`src/rtl/axi4lite_slave_ctrl.sv`:
```
// AXI4-Lite slave controller: arbitrates write (AW+W) and read (AR) requests
// round-robin and sequences one access at a time to a word-addressed memory.
`timescale 1ns/1ps
module axi4lite_slave_ctrl #(
  parameter int ADDR_WIDTH = 32,
  parameter int DATA_WIDTH = 32,
  parameter int MEM_DEPTH  = 256,
  parameter int IDX_W      = $clog2(MEM_DEPTH)
) (
  input  logic                    ACLK,
  input  logic                    ARESETn,
  input  logic [ADDR_WIDTH-1:0]   AWADDR,
  input  logic                    AWVALID,
  output logic                    AWREADY,
  input  logic [DATA_WIDTH-1:0]   WDATA,
  input  logic [DATA_WIDTH/8-1:0] WSTRB,
  input  logic                    WVALID,
  output logic                    WREADY,
  output logic [1:0]              BRESP,
  output logic                    BVALID,
  input  logic                    BREADY,
  input  logic [ADDR_WIDTH-1:0]   ARADDR,
  input  logic                    ARVALID,
  output logic                    ARREADY,
  output logic [DATA_WIDTH-1:0]   RDATA,
  output logic [1:0]              RRESP,
  output logic                    RVALID,
  input  logic                    RREADY,
  output logic                    mem_en,
  output logic                    mem_we,
  output logic [IDX_W-1:0]        mem_addr,
  output logic [DATA_WIDTH-1:0]   mem_wdata,
  output logic [DATA_WIDTH/8-1:0] mem_wstrb,
  input  logic [DATA_WIDTH-1:0]   mem_rdata,
  output logic [2:0]              dbg_state
);

  typedef enum logic [2:0] {
    S_IDLE, S_WR_ACCESS, S_WR_RESP, S_RD_ACCESS, S_RD_WAIT, S_RD_RESP
  } state_t;

  typedef enum logic {G_WRITE, G_READ} grant_t;

  localparam logic [1:0] RESP_OKAY   = 2'b00;
  localparam logic [1:0] RESP_SLVERR = 2'b10;

  state_t state;
  grant_t last_grant;
  logic   err;
  logic   wr_req, rd_req, wr_grant, rd_grant;

  function automatic logic in_range(input logic [ADDR_WIDTH-1:0] a);
    return (a >> 2) < ADDR_WIDTH'(MEM_DEPTH);
  endfunction

  // Handshake: a channel transfers on the rising edge where VALID && READY.
  // READY is only offered in IDLE to the granted request, so AW and W are
  // always taken together in that same cycle; B/R VALID hold until READY.
  always_comb begin
    wr_req   = AWVALID && WVALID;
    rd_req   = ARVALID;
    wr_grant = 1'b0;
    rd_grant = 1'b0;
    if (state == S_IDLE) begin
      if (wr_req && rd_req) begin
        wr_grant = (last_grant == G_READ);
        rd_grant = (last_grant == G_WRITE);
      end else begin
        wr_grant = wr_req;
        rd_grant = rd_req;
      end
    end
  end

  assign AWREADY   = wr_grant;
  assign WREADY    = wr_grant;
  assign ARREADY   = rd_grant;
  assign dbg_state = state;

  always_ff @(posedge ACLK or negedge ARESETn) begin
    if (!ARESETn) begin
      state      <= S_IDLE;
      last_grant <= G_WRITE;
      err        <= 1'b0;
      BRESP      <= '0;
      BVALID     <= 1'b0;
      RDATA      <= '0;
      RRESP      <= '0;
      RVALID     <= 1'b0;
      mem_en     <= 1'b0;
      mem_we     <= 1'b0;
      mem_addr   <= '0;
      mem_wdata  <= '0;
      mem_wstrb  <= '0;
    end else begin
      case (state)
        S_IDLE: begin
          if (wr_grant) begin
            state     <= S_WR_ACCESS;
            err       <= !in_range(AWADDR);
            mem_en    <= in_range(AWADDR);
            mem_we    <= 1'b1;
            mem_addr  <= AWADDR[IDX_W+1:2];
            mem_wdata <= WDATA;
            mem_wstrb <= WSTRB;
            if (rd_req) last_grant <= G_WRITE;
          end else if (rd_grant) begin
            state    <= S_RD_ACCESS;
            err      <= !in_range(ARADDR);
            mem_en   <= in_range(ARADDR);
            mem_we   <= 1'b0;
            mem_addr <= ARADDR[IDX_W+1:2];
            if (wr_req) last_grant <= G_READ;
          end
        end
        S_WR_ACCESS: begin
          mem_en    <= 1'b0;
          mem_we    <= 1'b0;
          mem_addr  <= '0;
          mem_wdata <= '0;
          mem_wstrb <= '0;
          BVALID    <= 1'b1;
          BRESP     <= err ? RESP_SLVERR : RESP_OKAY;
          state     <= S_WR_RESP;
        end
        S_WR_RESP: begin
          if (BREADY) begin
            BVALID <= 1'b0;
            state  <= S_IDLE;
          end
        end
        S_RD_ACCESS: begin
          mem_en   <= 1'b0;
          mem_addr <= '0;
          state    <= S_RD_WAIT;
        end
        S_RD_WAIT: begin
          // mem_rdata is valid this cycle, one cycle after the strobe.
          RDATA  <= err ? '0 : mem_rdata;
          RRESP  <= err ? RESP_SLVERR : RESP_OKAY;
          RVALID <= 1'b1;
          state  <= S_RD_RESP;
        end
        S_RD_RESP: begin
          if (RREADY) begin
            RVALID <= 1'b0;
            state  <= S_IDLE;
          end
        end
        default: state <= S_IDLE;
      endcase
    end
  end

endmodule

```
`config.mk`:
```
export PLATFORM = sky130hd
export DESIGN_NAME = axi4lite_slave_ctrl
export DESIGN_NICKNAME = d
export VERILOG_FILES = /design/src/rtl/axi4lite_slave_ctrl.sv
export SDC_FILE = /design/constraint.sdc
export NUM_CORES = 1
export LEC_CHECK = 0
export CORE_MARGIN = 5
export CORE_UTILIZATION = 34
export CTS_CLUSTER_SIZE = 10
export DETAILED_ROUTE_END_ITERATION = 8
export GPL_ROUTABILITY_DRIVEN = 0
export GPL_TIMING_DRIVEN = 1
export PLACE_DENSITY_LB_ADDON = 0.12
export SLEW_MARGIN = 20
export SYNTH_ARGS = -nofsm -noshare
export SYNTH_HDL_FRONTEND = slang
export SYNTH_SLANG_ARGS = --single-unit
```
`constraint.sdc`:
```
create_clock -name ACLK -period 1.75 [get_ports ACLK]
set_input_delay 0.35 -clock ACLK [delete_from_list [all_inputs] [get_ports ACLK]]
set_output_delay 0.35 -clock ACLK [all_outputs]
set_load 0.01 [all_outputs]
```
Word level (Yosys, flattened, before mapping)
Index checks and enable logic that the tools add are counted.
- magnitude comparators: 2
- eq/ne operators: 10
- mux-type cells: 34
- bitwise operators: 1
- reduce and logical (&&, ||, !) cells: 20
- operators with widths (cell ; number):
    2-to-1 mux 32 bit ; 2
    one-hot mux 32 bit (2 select lines) ; 1
    < comparator 30 x 9 -> 1 bit (second input constant) ; 2
    one-hot mux 3 bit (6 select lines) ; 1
    2-to-1 mux 1 bit ; 16
    2-to-1 mux 8 bit ; 2
    one-hot mux 8 bit (2 select lines) ; 1
    2-to-1 mux 3 bit ; 4
    AND reduction 2 bit ; 6
    nonzero test 2 bit ; 6
    one-hot mux 1 bit (2 select lines) ; 4
    one-hot mux 4 bit (2 select lines) ; 1
    equality test 3 x 2 -> 1 bit (second input constant) ; 2
    equality test 3 bit (second input constant) ; 2
    != test 2 bit (second input constant) ; 3
    2-to-1 mux 4 bit ; 1
    AND reduction 4 bit ; 1
    equality test 3 x 1 -> 1 bit (second input constant) ; 1
    logical NOT 3 bit ; 1
    != test 3 bit (second input constant) ; 1
    AND reduction 3 bit ; 1
    logical AND 1 bit ; 2
    logical NOT 1 bit ; 2
    2-to-1 mux 2 bit ; 1
    3 further kinds ; 3
- register bits: 89
- output and inout bits: 90
- logic and storage cells: 80

Logic depth before layout (Yosys ltp)
Gate-level depths: netlist (run 1).
- word-level depth: 7
- depth in mapped cells: 8
- mapped depth without buffers: 5

Worst setup path before layout (run 1)
Ideal clock, no wire load.
- path kind: flip-flop to output port
- start point: register state[2] (netlist: dbg_state[2])
- end point: output port WREADY
- arrival: 1.463 ns
- required time: 1.400 ns
- slack: -0.063 ns
- cell stages (with the launch flop): 9
- path buffers: 5
- cells stage by stage: dfrtp_1 > buf_6 > nor3_4 > o2111ai_2 > buf_6 > inv_6 > buf_12 > buf_12 > buf_4
- word-level cells in the longest chain between the ends: 2
- RTL lines (what ; line ; source):
    start: declaration ; 47 ; state_t state;
    start signal: assignment ; 82 ; state <= S_IDLE;
    start signal: assignment ; 99 ; state <= S_WR_ACCESS;
    start signal: assignment ; 108 ; state <= S_RD_ACCESS;
    logical NOT 3 bit ; 64 ; if (state == S_IDLE) begin
    2-to-1 mux 1 bit ; 64 ;
    end: declaration ; 18 ; output logic WREADY,
No other way between the ends.

Final worst setup path (run 1)
- start point: register state[1] (netlist: dbg_state[1])
- end point: output port AWREADY
- word-level cells in the longest chain between the ends: 2
- RTL lines (what ; line ; source):
    logical NOT 3 bit ; 64 ;
    2-to-1 mux 1 bit ; 64 ;
    end: declaration ; 14 ; output logic AWREADY,
No other way between the ends.

==> results.md, run 1 <==
* Area leader, netlist: dfrtp_1
* Post-Place Worst Slack at -0.398 ns
* Layout Skew at 0.0128 ns
* Total CTS buffers at 9
* Commonest cells after routing, fill and taps aside: clkdlybuf4s50_1 (214), dfrtp_1 (87), nand2_1 (44)
* Final setup viols at 3
* Global route total overflow at 0
* Dpl cells at 682
* Cell with the most instances on the worst path: buf_6
* Startpoint class of the critical path: flip-flop
* Finished Layout Cells at 708
* Most common cell after layout, fill and taps aside: clkdlybuf4s50_1
* Final number of hold-violating endpoints at 0
* Tcrit/Tclk final at 106%
* H-tree depth at 3
* Crit path max fanout at 5
* Worst-margin pin slew at 0.864 ns
* Crit path buffers/inverters at 3
* Cells after Synth at 327
* Area of the multi-input gates at 1390 sq um
* Die Footprint at 13200 sq um
* Clk sink count at 87
* Via/cell ratio at 4.80
* Final WS setup at -0.0991 ns
* Leakage power at 2.83 nW
* Final Util at 60.1%
* WP data arrival at 1.50 ns
* Violated checks: setup timing
* Max VDD drop at 0.000637 V
* Synth Cell Area at 3750 sq um
* DR WL/cell at 16.5 um
* Detail Placement HPWL at 8.59 mm
* Largest net degree at the start of global routing at 65
* Ports at 229
* Largest cells by area after synthesis: dfrtp_1 (58%), a22o_1 (6.5%), nand2b_1 (5.3%)
* Number of library cell types mapped by synthesis at 41
* Via count at 3397
* Setup crit end kind: output port
* Number of diodes at 0
* Min-delay worst type: in -> async
* Final Max Tran Viols at 0
* Initial antenna violation count at 0
* CTS max path bufs at 2
* Die Y at 115 um
* Root buf cell: clkbuf_8
* Fin nets at 702
* Ys flop type: dfrtp_1
* Tot Pwr at 10.1 mW
* Global Route Usage Sum at 17.0%
* Share of cells above drive strength 1 at 12.1%
* CP top delay family: flip-flops
* Top cell type's share of synthesized area at 58.0%
* Final Routed Wirelength at 11.7 mm
* Setup Crit Path Kind: reg -> out
* Crit-path cells: nor3_4 -> buf_6 -> o2111ai_4 -> clkinv_4 -> buf_6
* Fmax at 541 MHz
* Worst-Skew Late Latency at 0.35 ns
* Unrepaired setup endpoints after global routing: yes
* Initial DRT Pass Iterations at 4
* Slowest cell on the critical path: dfrtp_1
* Dpl cell area at 6110 sq um
* Initial DRC Count at 125
* FFs w/ async S/R, synth at 100%
* Avg Cell Area, Syn at 11.5 sq um
* #FFs+latches synth at 87
* Sequential share of the synthesized area at 58.0%
* # rows at 38
* Syn. warnings at 0
* # Max-Cap Violations at 0
* Status: complete, but fails checks
* Area growth, synth to finish at 73.5%
* Max incr delay on CP at 0.42 ns
* Minimum clock period after layout at 1.85 ns
* Area occupied by registers at 2180 sq um
* EDFF count, synth at 0
* Design Area, Final at 6510 sq um
* Die X at 115 um
* Cell Pwr Density at 1560 nW/um^2
* CTS tree: done
* Fillcell total at 943
* CP required at 1.40 ns
* Final antenna-violating net count at 0
* I/O Buffers at 222
* Max_slew headroom at 42.4%
* Residual DRC at 0
* Vias in the first global route at 3504
* Initial Utilization at 34.6%
* Global-route wire length before repair at 17.9 mm
* Worst-path clk slew at 0.09 ns
* Core box area at 10800 sq um
[metrics by stage]
| step | setup TNS, ns | hold WS [ns] |
|---|---|---|
| after floorplan | 0 | 0.0544 |
| after global placement | -8.81 | 0.250 |
| after detailed placement | -9.45 | 0.250 |
| after CTS | -0.356 | 0.402 |
| after global routing | -0.510 | 0.418 |
| final | -0.199 | 0.410 |
[worst reg2reg max path, cell delays in order, from the launching register on]
cell and delay, ns:
dfrtp_1 0.42, nor3_4 0.22, buf_6 0.14, o2111ai_4 0.15, clkinv_4 0.12, buf_4 0.12
buf_12 0.09, nor3_1 0.05, o31a_1 0.27
[flip-flops by register name, summed over array words and instances (netlist names)]
signal      flops
RVALID          1
err             1
mem_we          1
RDATA          32
mem_wdata      32
last_grant      1
mem_wstrb       4
mem_en          1
mem_addr        8
BVALID          1
RRESP           1
dbg_state       3
BRESP           1
[what timing repair did]
item,CTS,global route
endpoints found under the hold margin,19,0
resized for setup,25,5
endpoints found under the setup margin,8,18
pin swaps,3,3
setup buffers,5,3
hold buffers,1,0
gates cloned,0,2
[Yosys cell counts (3+ instances only)]
cell and n:
a22o_2 8, a22o_1 28, clkbuf_1 6, mux2i_1 8
buf_4 3, a21oi_1 5, nand2b_1 32, o2bb2ai_1 8
nand4_1 3, buf_2 9, buf_12 4, o21ai_0 35
nor4_1 10, nand2_1 44, buf_6 3, nor2_1 7
dfrtp_1 87
[metal layers]
layer | vias to the layer above | wire (um) | global-route usage, %
met3 | 10 | 948 | 5.42
met4 | 0 | 89 | 4.38
li1 | 1627 | - | -
met1 | 1619 | 4930 | 21.7
met5 | - | 0 | 0
met2 | 141 | 5740 | 28.1
[layout make-up]
cell class,count,area share (%)
clock buffers,9,1.90
clock inverters,7,1.58
inverters,3,0.250
multi-input cells,213,21.4
flip-flops and latches,87,33.4
well taps,140,2.69
repair buffers,249,38.8
[power by group]
part	leakage [nW]	total [mW]	internal [mW]	switching, mW
clock	0.111	1.58	0.822	0.761
combinational	1.58	4.99	2.95	2.04
sequential	1.14	3.56	2.93	0.635
total	2.83	10.1	6.70	3.44
[kinds of logic after synthesis]
| logic type | count (synthesis) | share of synthesized area [%] |
|---|---|---|
| xor gates and xnor gates | 1 | 0.234 |
| other | 1 | 0.100 |
| DFF | 87 | 58.0 |
| AOI/OAI and AO/OA | 94 | 18.3 |
| muxes | 10 | 2.74 |
| buffers and inverters | 28 | 5.87 |
| and+or+nand+nor | 106 | 14.7 |
[worst paths after layout]
kind	startpoint	endpoint	slack, ns	cells past startpoint
min reg2reg	RVALID	RVALID	0.48	2
min in group ACLK	RVALID	RVALID	0.48	2
min	ARESETn	RDATA[19]	0.41	2
max reg2reg	dbg_state[1]	mem_en	0.07	8
max in group asynchronous	ARESETn	BRESP[1]	0.77	3
max	dbg_state[1]	AWREADY	-0.1	5
(Power assumes the default switching activity.)
==> run 2, diff against run 1 <==
--- a/config.mk
+++ b/config.mk
@@ -5,7 +5,7 @@
 export SDC_FILE = /design/constraint.sdc
 export NUM_CORES = 1
 export LEC_CHECK = 0
-export CORE_MARGIN = 5
+export CORE_MARGIN = 2
 export CORE_UTILIZATION = 34
 export CTS_CLUSTER_SIZE = 10
 export DETAILED_ROUTE_END_ITERATION = 8
==> results.md, run 2 (same netlist as run 1, synthesis figures left out) <==
* Clk sink count at 87 (unchanged)
* Residual DRC at 0 (unchanged)
* Layout Skew at 0.0103 ns (was 0.0128 ns)
* Detail Placement HPWL at 7.96 mm (was 8.59 mm)
* Fillcell total at 968 (was 943)
* Ports at 229 (unchanged)
* Root buf cell: clkbuf_8 (unchanged)
* Sequential Power Share at 35.2% (was 35.1%)
* Largest registers: RDATA x32, mem_wdata x32, mem_addr x8 (unchanged)
* Setup crit end kind: output port (unchanged)
* CP required at 1.40 ns (about the same)
* Fin nets at 699 (was 702)
* Via/cell ratio at 4.80 (about the same)
* Clock power frac at 15.4% (was 15.6%)
* Worst-path clk slew at 0.09 ns (about the same)
* R2R setup slack at 0.07 ns (about the same)
* Global route total overflow at 0 (unchanged)
* Crit path max fanout at 3 (was 5)
* Max_slew headroom at 41.0% (was 42.4%)
* Fmax at 551 MHz (was 541 MHz)
* Most common cell after layout, fill and taps aside: clkdlybuf4s50_1 (unchanged)
* Number of diodes at 0 (unchanged)
* Worst-margin pin slew at 0.886 ns (was 0.864 ns)
* Worst-Skew Late Latency at 0.36 ns (was 0.35 ns)
* Area of the multi-input gates at 1420 sq um (was 1390 sq um)
* Cell Pwr Density at 1560 nW/um^2 (about the same)
* Final antenna-violating net count at 0 (unchanged)
* Initial DRT Pass Iterations at 4 (unchanged)
* Worst r2r src: dbg_state[1] (unchanged)
* Die Y at 109 um (was 115 um)
* R2R depth at 8 (unchanged)
* Initial antenna violation count at 0 (unchanged)
* Max VDD drop at 0.000720 V (was 0.000637 V)
* Area growth, synth to finish at 72.0% (was 73.5%)
* Leakage power at 2.80 nW (was 2.83 nW)
* Core box area at 10800 sq um (about the same)
* Internal power at 6.67 mW (was 6.70 mW)
* Vias in the first global route at 3445 (was 3504)
* Status: complete, but fails checks (unchanged)
* Tcrit/Tclk final at 104% (was 106%)
* Initial DRC Count at 120 (was 125)
* Hold Buf Count CTS at 0 (was 1)
* CTS tree: done (unchanged)
* Minimum clock period after layout at 1.82 ns (was 1.85 ns)
* # rows at 38 (unchanged)
* Unrepaired setup endpoints after global routing: yes (unchanged)
* Final Routed Wirelength at 11.0 mm (was 11.7 mm)
* Post-Place Worst Slack at -0.370 ns (was -0.398 ns)
* Startpoint class of the critical path: flip-flop (unchanged)
* Final WS setup at -0.0656 ns (was -0.0991 ns)
* DR WL/cell at 15.6 um (was 16.5 um)
* H-tree depth at 3 (unchanged)
* Sw Share at 34.0% (was 33.9%)
* Worst Setup SP: dbg_state[1] (unchanged)
* Setup Crit Path Kind: reg -> out (unchanged)
* CTS max path bufs at 2 (unchanged)
* WP data arrival at 1.47 ns (was 1.50 ns)
* Combinational Power Share at 49.4% (was 49.2%)
* Largest net degree at the start of global routing at 88 (was 65)
* Worst hold margin at 0.0241 ns (was 0.410 ns)
* Global-route wire length before repair at 16.8 mm (was 17.9 mm)
* Final number of hold-violating endpoints at 0 (unchanged)
* Violated checks: setup timing (unchanged)
* Tot Pwr at 10.1 mW (about the same)
* Share of cells above drive strength 1 at 12.9% (was 12.1%)
* I/O Buffers at 222 (unchanged)
* # Max-Cap Violations at 0 (unchanged)
* Initial Utilization at 34.8% (was 34.6%)
* Total CTS buffers at 9 (unchanged)
* Die X at 109 um (was 115 um)
* Area occupied by registers at 2180 sq um (unchanged)
* Final setup viols at 2 (was 3)
* Min-delay worst type: in -> async (unchanged)
* Via count at 3382 (was 3397)
* Switch Pwr at 3.43 mW (was 3.44 mW)
* Die Footprint at 11900 sq um (was 13200 sq um)
* Commonest cells after routing, fill and taps aside: clkdlybuf4s50_1 (213), dfrtp_1 (87), nand2_1 (44) (was clkdlybuf4s50_1 (214), dfrtp_1 (87), nand2_1 (44))
* Global Route Usage Sum at 18.3% (was 17.0%)
* Final Max Tran Viols at 0 (unchanged)
==> run 2: metrics by stage <==
step	TNS, ns	cells	util [%]	area, sq um
floorplan	0	328	-	3750
CTS	-0.221	704	59.3	6400
finish	-0.129	705	59.8	6450
detailed placement	-6.47	682	56.6	6110
global placement	-5.01	682	56.6	6110
global route	-0.433	705	59.8	6450
==> run 2: timing repair <==
item	4_1_cts	5_1_grt
endpoints found under the setup margin	7	21
pin swaps	2	3
endpoints found under the hold margin	0	0
buffers inserted	7	1
gates resized for setup	25	11
==> run 2: cell type report <==
type | count | area share [%]
Timing Repair Buffer | 246 | 37.9
Sequential cell | 87 | 33.7
Inverter | 3 | 0.252
Tap cell | 140 | 2.71
Multi-Input combinational cell | 213 | 21.9
Clock buffer | 9 | 1.92
Clock inverter | 7 | 1.51
==> run 2: worst max-delay path, cell delays in order, from the launching register on <==
cell and delay (ns):
dfrtp_1 0.42, nor3_4 0.22, buf_6 0.13, o2111ai_4 0.14, clkinv_4 0.10, buf_6 0.10
==> run 2: routing by layer <==
metal / track usage [%] / vias to the layer above / wire length [um]
met1: 22.0 / 1608 / 4450
met3: 6.04 / 12 / 1030
li1: - / 1620 / -
met5: 0 / - / 0
met4: 6.23 / 0 / 130
met2: 30.9 / 142 / 5390
==> run 2: worst paths after layout <==
path / end
min reg2reg: RDATA[4]
max: AWREADY
min in group ACLK: RDATA[4]
max in group asynchronous: RDATA[12]
min: RDATA[23]
max reg2reg: mem_en
==> run 2: power groups by stage <==
stage | clock network, mW | logic [mW] | registers (mW)
finish | 1.55 | 4.99 | 3.55
global route | 1.68 | 5.42 | 3.68
CTS | 1.59 | 4.96 | 3.56
detailed placement | 0 | 4.86 | 3.57
global placement | 0 | 4.78 | 3.55
floorplan | 0 | 1.81 | 3.89
==> run 3, diff against run 2 <==
--- a/config.mk
+++ b/config.mk
@@ -5,12 +5,15 @@
 export SDC_FILE = /design/constraint.sdc
 export NUM_CORES = 1
 export LEC_CHECK = 0
+export CELL_PAD_IN_SITES_DETAIL_PLACEMENT = 0
+export CELL_PAD_IN_SITES_GLOBAL_PLACEMENT = 2
 export CORE_MARGIN = 2
-export CORE_UTILIZATION = 34
+export CORE_UTILIZATION = 19
 export CTS_CLUSTER_SIZE = 10
 export DETAILED_ROUTE_END_ITERATION = 8
 export GPL_ROUTABILITY_DRIVEN = 0
 export GPL_TIMING_DRIVEN = 1
+export HOLD_SLACK_MARGIN = 0.02
 export PLACE_DENSITY_LB_ADDON = 0.12
 export SLEW_MARGIN = 20
 export SYNTH_ARGS = -nofsm -noshare
==> results.md, run 3 (same netlist as run 1, synthesis figures left out) <==
* Dpl cells at 813 (was 682)
* Worst-margin pin slew at 0.979 ns (was 0.886 ns)
* Largest registers: RDATA x32, mem_wdata x32, mem_addr x8 (unchanged)
* Tcrit/Tclk final at 101% (was 104%)
* Total CTS buffers at 9 (unchanged)
* Area growth, synth to finish at 77.9% (was 72.0%)
* Final Max Tran Viols at 0 (unchanged)
* DR WL/cell at 14.6 um (was 15.6 um)
* Worst-path clk slew at 0.06 ns (was 0.09 ns)
* Worst-Skew Late Latency at 0.34 ns (was 0.36 ns)
* Detail Placement HPWL at 9.02 mm (was 7.96 mm)
* Tot Pwr at 10.3 mW (was 10.1 mW)
* Violated checks: setup timing (unchanged)
* Design Area, Final at 6670 sq um (was 6450 sq um)
* Crit-path cells: nor3_4 -> buf_4 -> o2111ai_4 -> clkinv_4 -> buf_6 (was nor3_4 -> buf_6 -> o2111ai_4 -> clkinv_4 -> buf_6)
* Startpoint class of the critical path: flip-flop (unchanged)
* Setup crit end kind: output port (unchanged)
* Max incr delay on CP at 0.40 ns (was 0.42 ns)
* Most common cell after layout, fill and taps aside: clkdlybuf4s50_1 (unchanged)
* Largest net degree at the start of global routing at 57 (was 88)
* Initial DRC Count at 130 (was 120)
* Crit path max fanout at 3 (unchanged)
* Leakage power at 2.84 nW (was 2.80 nW)
* Fmax at 566 MHz (was 551 MHz)
* # Max-Cap Violations at 0 (unchanged)
* Final WS setup at -0.0173 ns (was -0.0656 ns)
* Final Util at 34.4% (was 59.8%)
* WP data arrival at 1.42 ns (was 1.47 ns)
* R2R depth at 8 (unchanged)
* H-tree depth at 3 (unchanged)
* CTS tree: done (unchanged)
* Min-delay worst type: in -> async (unchanged)
* Global Route Usage Sum at 11.7% (was 18.3%)
* Setup Crit Path Kind: reg -> out (unchanged)
* Die X at 145 um (was 109 um)
* Initial DRT Pass Iterations at 4 (unchanged)
* Final number of hold-violating endpoints at 0 (unchanged)
* Max_slew headroom at 34.8% (was 41.0%)
* CTS max path bufs at 2 (unchanged)
* Root buf cell: clkbuf_16 (was clkbuf_8)
* Residual DRC at 0 (unchanged)
* Max VDD drop at 0.000524 V (was 0.000720 V)
* Vias in the first global route at 3507 (was 3445)
* Die Footprint at 20900 sq um (was 11900 sq um)
* Final setup viols at 2 (unchanged)
* Cell Pwr Density at 1550 nW/um^2 (was 1560 nW/um^2)
* Share of cells above drive strength 1 at 12.1% (was 12.9%)
* Global-route wire length before repair at 18.6 mm (was 16.8 mm)
* Dpl cell area at 6320 sq um (was 6110 sq um)
* Via/cell ratio at 4.05 (was 4.80)
* Fin nets at 702 (was 699)
* Unrepaired setup endpoints after global routing: yes (unchanged)
* Worst hold margin at 0.463 ns (was 0.0241 ns)
* Layout Skew at 0.00993 ns (was 0.0103 ns)
* Final antenna-violating net count at 0 (unchanged)
* Core box area at 19400 sq um (was 10800 sq um)
* Minimum clock period after layout at 1.77 ns (was 1.82 ns)
* Global route total overflow at 0 (unchanged)
* Fillcell total at 2032 (was 968)
* Ports at 229 (unchanged)
* Initial Utilization at 19.3% (was 34.8%)
* Initial antenna violation count at 0 (unchanged)
* Finished Layout Cells at 833 (was 705)
* Number of diodes at 0 (unchanged)
* Via count at 3374 (was 3382)
* Die Y at 145 um (was 109 um)
* # rows at 51 (was 38)
* Clk sink count at 87 (unchanged)
* Status: complete, but fails checks (unchanged)
* CP required at 1.40 ns (about the same)
* I/O Buffers at 222 (unchanged)
* Commonest cells after routing, fill and taps aside: clkdlybuf4s50_1 (215), dfrtp_1 (87), nand2_1 (44) (was clkdlybuf4s50_1 (213), dfrtp_1 (87), nand2_1 (44))
* Final Routed Wirelength at 12.2 mm (was 11.0 mm)
* Slowest cell on the critical path: dfrtp_1 (unchanged)
==> run 3: cell count changes in the layout (fill, tap and decap cells not counted), moves of 2 or more <==
cell,delta
o2bb2ai_2,-3
bufinv_16,-2
clkbuf_16,+9
clkdlybuf4s50_1,+2
inv_6,+3
dlygate4sd2_1,-2
clkbuf_8,-9
o2bb2ai_1,+3
buf_4,+4
==> run 3: metal layers <==
layer  vias to the layer above  track usage, %  wire length (um)
li1                       1627               -                 -
met1                      1604            13.5              4770
met2                       132            20.5              6290
met3                        11            3.34               930
met4                         0            4.75               183
met5                         -               0                 0
==> run 3: worst paths after layout <==
check / from / endpoint / slack [ns]
worst max-delay path: dbg_state[1] / AWREADY / -0.02
worst min-delay path: ARESETn / RDATA[23] / 0.46
worst max register to register: dbg_state[1] / mem_en / 0.10
worst min register to register: RDATA[20] / RDATA[20] / 0.48
max in group asynchronous: ARESETn / RDATA[11] / 0.76
min in group ACLK: RDATA[20] / RDATA[20] / 0.48
==> run 3: critical path, delay by kind of cell, from the launching register on <==
kind,cells,cell delay [ns]
AO/OA/AOI/OAI,1,0.11
buffers and inverters,3,0.35
AND/OR/NAND/NOR,1,0.22
flip-flops,1,0.40
==> run 3: report_power, final <==
part / switching [mW] / internal, mW
Sequential: 0.630 / 2.93
Clock: 0.873 / 0.978
Combinational: 2.03 / 2.87
Total: 3.53 / 6.78
==> run 3: final cells by class <==
cell class	count	area (sq um)	share of cell area, %
multi-input combinational	213	1390	20.8
clock buffer	9	225	3.38
inverter	3	16.3	0.244
sequential	87	2180	32.6
clock inverter	7	55.1	0.825
timing repair buffer	249	2480	37.1
tap	265	332	4.97
==> run 3: what timing repair did <==
action                                  in CTS  in global routing
gates resized for setup                     22                  4
hold endpoints to repair                    23                  0
hold buffers                                 1                  0
cloned                                       0                  0
endpoints found under the setup margin       6                 21
buffers inserted                             4                  0
pin swaps                                    2                  1
==> run 3: stage by stage <==
| step | setup slack [ns] | TNS, ns |
|---|---|---|
| 2_1_floorplan | 0.00253 | 0 |
| 3_3_place_gp | -0.324 | -8.37 |
| 3_5_place_dp | -0.331 | -8.92 |
| 4_1_cts | -0.0894 | -0.148 |
| 5_1_grt | -0.0886 | -0.195 |
| 6_report | -0.0173 | -0.0344 |
